--- src/rtl/matrix_index_gen_if.sv ---
// Index stream bundle between matrix_index_gen (master) and the accumulate/write stage (slave).
// ROWS/COLS must match the generator instance so the index widths agree.
interface matrix_index_gen_if #(
  parameter int ROWS = 8,
  parameter int COLS = 8
);
  localparam int ROW_W  = $clog2(ROWS);
  localparam int COL_W  = $clog2(COLS);
  localparam int ADDR_W = $clog2(ROWS * COLS);

  logic              out_valid;
  logic              out_ready;
  logic [ROW_W-1:0]  row;
  logic [COL_W-1:0]  col;
  logic [ADDR_W-1:0] addr;
  logic              last;

  modport master (
    output out_valid, row, col, addr, last,
    input  out_ready
  );

  modport slave (
    input  out_valid, row, col, addr, last,
    output out_ready
  );
endinterface

--- src/rtl/matrix_index_gen.sv ---
// Row-major (row, col, addr) index streamer over a ROWS x COLS matrix with valid/ready output.
// Define MATRIX_INDEX_TRI_EN for an upper-triangular sweep (col >= row), which requires COLS >= ROWS.
module matrix_index_gen #(
  parameter int ROWS = 8,
  parameter int COLS = 8
) (
  input  logic                clk,
  input  logic                rst,
  input  logic                start,
  input  logic                abort,
  output logic                busy,
  output logic                done,
  matrix_index_gen_if.master  idx
);
  localparam int ROW_W  = $clog2(ROWS);
  localparam int COL_W  = $clog2(COLS);
  localparam int ADDR_W = $clog2(ROWS * COLS);

  localparam logic [ROW_W-1:0] ROW_MAX = ROW_W'(ROWS - 1);
  localparam logic [COL_W-1:0] COL_MAX = COL_W'(COLS - 1);

  typedef enum logic [1:0] {
    ST_IDLE,
    ST_RUN,
    ST_DONE
  } state_e;

  state_e            state_q, state_d;
  logic [ROW_W-1:0]  row_q, row_d;
  logic [COL_W-1:0]  col_q, col_d;
  logic [ADDR_W-1:0] addr_q, addr_d;

  logic col_at_end;
  logic last_idx;
  logic xfer;

  assign col_at_end = (col_q == COL_MAX);
  assign last_idx   = (row_q == ROW_MAX) && col_at_end;
  assign xfer       = (state_q == ST_RUN) && idx.out_ready;

  always_ff @(posedge clk or posedge rst) begin
    if (rst) begin
      state_q <= ST_IDLE;
      row_q   <= '0;
      col_q   <= '0;
      addr_q  <= '0;
    end else begin
      state_q <= state_d;
      row_q   <= row_d;
      col_q   <= col_d;
      addr_q  <= addr_d;
    end
  end

  // Counters only move on an accepted transfer, so a stall and the post-sweep idle both hold them.
  always_comb begin
    state_d = state_q;
    row_d   = row_q;
    col_d   = col_q;
    addr_d  = addr_q;

    unique case (state_q)
      ST_IDLE: begin
        if (start) begin
          state_d = ST_RUN;
          row_d   = '0;
          col_d   = '0;
          addr_d  = '0;
        end
      end

      ST_RUN: begin
        if (abort) begin
          state_d = ST_IDLE;
        end else if (xfer) begin
          if (last_idx) begin
            state_d = ST_DONE;
          end else if (col_at_end) begin
            row_d = row_q + ROW_W'(1);
`ifdef MATRIX_INDEX_TRI_EN
            // Next row starts on the diagonal: from row*COLS+COLS-1 to (row+1)*COLS+(row+1).
            col_d  = COL_W'(row_q) + COL_W'(1);
            addr_d = addr_q + ADDR_W'(row_q) + ADDR_W'(2);
`else
            col_d  = '0;
            addr_d = addr_q + ADDR_W'(1);
`endif
          end else begin
            col_d  = col_q + COL_W'(1);
            addr_d = addr_q + ADDR_W'(1);
          end
        end
      end

      ST_DONE: begin
        state_d = ST_IDLE;
      end

      default: begin
        state_d = ST_IDLE;
      end
    endcase
  end

  assign idx.out_valid = (state_q == ST_RUN);
  assign idx.row       = row_q;
  assign idx.col       = col_q;
  assign idx.addr      = addr_q;
  assign idx.last      = last_idx;

  assign busy = (state_q == ST_RUN) || (state_q == ST_DONE);
  assign done = (state_q == ST_DONE);
endmodule

--- src/flat_wrapper.sv ---
// flat-port wrapper written by rule: the top's interface ports become plain ports
module matrix_index_gen_flat 
#(
  parameter int ROWS = 8,
  parameter int COLS = 8
)
  (clk, rst, start, abort, busy, done, idx_out_valid, idx_row, idx_col, idx_addr, idx_last, idx_out_ready);
  matrix_index_gen_if #(.ROWS(ROWS), .COLS(COLS)) idx_i ();
  input  logic clk;
  input  logic rst;
  input  logic start;
  input  logic abort;
  output logic busy;
  output logic done;
  output wire logic [$bits(idx_i.out_valid)-1:0] idx_out_valid;
  output wire logic [$bits(idx_i.row)-1:0] idx_row;
  output wire logic [$bits(idx_i.col)-1:0] idx_col;
  output wire logic [$bits(idx_i.addr)-1:0] idx_addr;
  output wire logic [$bits(idx_i.last)-1:0] idx_last;
  input wire logic [$bits(idx_i.out_ready)-1:0] idx_out_ready;
  assign idx_out_valid = idx_i.out_valid;
  assign idx_row = idx_i.row;
  assign idx_col = idx_i.col;
  assign idx_addr = idx_i.addr;
  assign idx_last = idx_i.last;
  assign idx_i.out_ready = idx_out_ready;
  matrix_index_gen #(.ROWS(ROWS), .COLS(COLS)) u_core (.clk(clk), .rst(rst), .start(start), .abort(abort), .busy(busy), .done(done), .idx(idx_i));
endmodule
--- config.mk ---
export PLATFORM = sky130hd
export DESIGN_NAME = matrix_index_gen_flat
export DESIGN_NICKNAME = d
export VERILOG_FILES = /design/src/rtl/matrix_index_gen_if.sv /design/src/rtl/matrix_index_gen.sv /design/src/flat_wrapper.sv
export SDC_FILE = /design/constraint.sdc
export NUM_CORES = 1
export LEC_CHECK = 0
export CORE_MARGIN = 2
export CORE_UTILIZATION = 51
export DETAILED_ROUTE_END_ITERATION = 8
export GPL_TIMING_DRIVEN = 0
export PLACE_DENSITY = 0.8
export SYNTH_ARGS = -nofsm -noshare
export SYNTH_HDL_FRONTEND = slang
export SYNTH_SLANG_ARGS = --single-unit
--- constraint.sdc ---
create_clock -name clk -period 4.2 [get_ports clk]
set_input_delay 0.63 -clock clk [delete_from_list [all_inputs] [get_ports clk]]
set_output_delay 0.63 -clock clk [all_outputs]
set_load 0.01 [all_outputs]
==> impl_results.md <==
* Status: complete, no violations
* Netlist Area Pre-Place at 1020 um^2
* Core Region at 1920 um^2
* GR Overflow Total at 0
* Hold_buf cts at 0
* Routability-driven placement congestion ratio at 0.832
* Setup crit end kind: output port
* Crit Path Max Fanout at 7
* Fraction of registers with async set/reset at 100%
* Max_cap viols at 0
* Final HPWL DP at 1880 um
* Worst slew pin tran at around 540 ps
* M2 GR Usage at 40.9%
* PortBufs at 20
* H-tree depth at 1
* Worst skew pair latency at about 280 ps
* Met1 usage at 31.6%
* Pins Over Slew Limit at 0
* Leak at ~0.54 nW
* Syn nets at about 130
* Die footprint at 2370 um^2
* Worst hold-check path type: reg -> reg
* First-pass DRT Iterations at 4
* Number of distinct library cells after synthesis at 36
* CP arrival at 2000 ps
* Final Cycle Share at 62.6%
* Via Count at around 1.0k
* Syn Inst Count at 120
* Setup crit start kind: register
* Worst endpoint required time at between 3000 and 4000 ps
* CTS tree: built
* Yosys warns at 0
* First-pass GRT wire length at 4440 um
* Layout cells sized above 1 at ~9.1%
* Most frequent cells in the layout: clkdlybuf4s50_1, nand2_1, dfrtp_1, o21ai_0, ha_1
* Num CTS Buffers at 3
* Antenna violations before repair at 0
* #FFs+latches synth at 14
* Std cell rows at 16
* Drt initial violations at 39
* I/O pins at 21
* Clk sink count at 14
* Largest net degree at the start of global routing at 15
* Power Dens Cells at 475 nW/um^2
* Busiest layer in global routing: met2
* Filler cell count at 181
* Post-DR wirelength/cell at 15.1 um
* Total track usage at 24.4%
* Final Skew at 2.31 ps
* Longest Clk Path Bufs at 2
* Fmax at 380 MHz
* GRT met3 Usage at under 10%
* Commonest non-fill, non-tap cell in the layout: clkdlybuf4s50_1
* Clk pin slew, worst setup/hold paths at 80 ps
* Vias in the first global route at about 950
* Final #Nets at 158
* Final antenna diode count at 0
* Die Y at roughly 49 um
* Clock root buffer: clkbuf_4
* Initial Util at 53.1%
* Endpoints failing hold at 0
* Die Wd at 48.7 um
* Vias per cell at 6.08
* Post-CTS setup buffers at 0
* Setup tns final at 0 ps
* Final Instance Area at 1280 um^2
* Syn Area/Cell at 8.50 um^2
* Main synth FF type: dfrtp_1
* Post-Place Cell Area at 1250 um^2
* DRT Wirelength at 2560 um
* DRC at 0
* EDFF count, synth at 0
* Share of the yosys chip area belonging to registers at roughly 34%
* VDD IR-drop max at 350 uV
* Post-DRT Antenna Nets at 0
* Setup-failing EPs final at 0
* Tmin final at between 2000 and 3000 ps
* WS Path Type: reg -> out
* Post-CTS sizing at 0
* Rel. slew slack at 64.1%
* Area Growth Syn to Fin at 25.2%
* RSZ-0062 raised after global routing: false
## metrics by stage
stage	utilization, %	setup WS, ps	power, mW	hold WS, ps	std cells
finish	66.4	1570	0.606	587	170
floorplan	-	2490	0.401	516	120
global placement	65.2	1920	0.516	563	167
detailed placement	65.2	1890	0.528	569	167
global route	66.4	1420	0.658	651	170
CTS	66.4	1580	0.604	587	170
## report_power, final
part / switching (mW) / total [mW] / internal, mW / leakage (nW)
registers: 0.0361 / 0.198 / 0.162 / 0.191
clock network: 0.0403 / 0.0735 / 0.0333 / 0.0138
logic: 0.188 / 0.335 / 0.146 / 0.332
total: 0.265 / 0.606 / 0.341 / 0.537
## per-layer routing
metal  part of all wire [%]  wire, um  up-vias
li1                       -         -      498
met1                     46      1180      494
met5                      0         0        -
met4                    1.6        41        0
met3                    5.3       135        5
met2                     47      1200       37
## flip-flops by register name, summed over array words and instances, names as in the netlist
signal and cells:
u_core.state_q 2, u_core.idx.row 3, u_core.idx.addr 6, u_core.idx.col 3
## synthesized netlist by cell type, drive strengths merged, types with 2 or more instances
cell	n	area [um^2]
nor4	3	18.8
nand4	2	12.5
nor2	5	18.8
o311ai	3	26.3
nand2b	3	18.8
or2	2	12.5
nand2	15	58.8
buf	2	16.3
o211ai	6	45.0
o21ai	12	60.1
nor3	4	25.0
ha	8	100
mux2i	2	20.0
a21oi	7	35.0
and3	2	12.5
inv	6	22.5
clkbuf	2	7.51
a41oi	2	17.5
a31oi	3	18.8
nand3	6	30.0
dfrtp	14	350
nor2b	3	26.3
## critical path: stages, from the launching register on
cell and delay [ps]:
dfrtp_1 450, ha_1 200, ha_1 240, nand2_2 130
inv_2 150, clkdlybuf4s50_1 560
## worst paths after layout
check	start	endpoint	slack, ps	cells past startpoint
setup / recovery	u_core.idx.col[0]$_DFFE_PP0P_	idx_last	1570	5
hold / removal	u_core.state_q[0]$_DFFE_PP0P_	u_core.state_q[0]$_DFFE_PP0P_	590	2
setup reg to reg	u_core.idx.col[0]$_DFFE_PP0P_	u_core.idx.addr[0]$_DFFE_PP0P_	2310	7
hold reg to reg	u_core.state_q[0]$_DFFE_PP0P_	u_core.state_q[0]$_DFFE_PP0P_	590	2
max in group asynchronous	rst	u_core.idx.row[0]$_DFFE_PP0P_	3150	2
min in group asynchronous	rst	u_core.idx.addr[0]$_DFFE_PP0P_	700	2
## final cells by class
type	instances	area, um^2	share of cell area, %
multi-input combinational	96	623	48.8
sequential	14	350	27.5
timing repair buffer	20	200	15.7
tap	27	33.8	2.65
buffer	4	23.8	1.86
clock buffer	3	22.5	1.76
inverter	6	22.5	1.76
## cells by family (layout without fill, tap and decap cells)
family          after synthesis  in the layout  share of synthesized area [%]
simple gates                 48             48                           25.5
compound gates               38             38                           23.8
flops                        14             14                           34.4
buf+inv                      10             33                           4.54
fa+ha+maj                     8              8                           9.82
mux                           2              2                           1.96
Power figures use the tool's default switching activity.
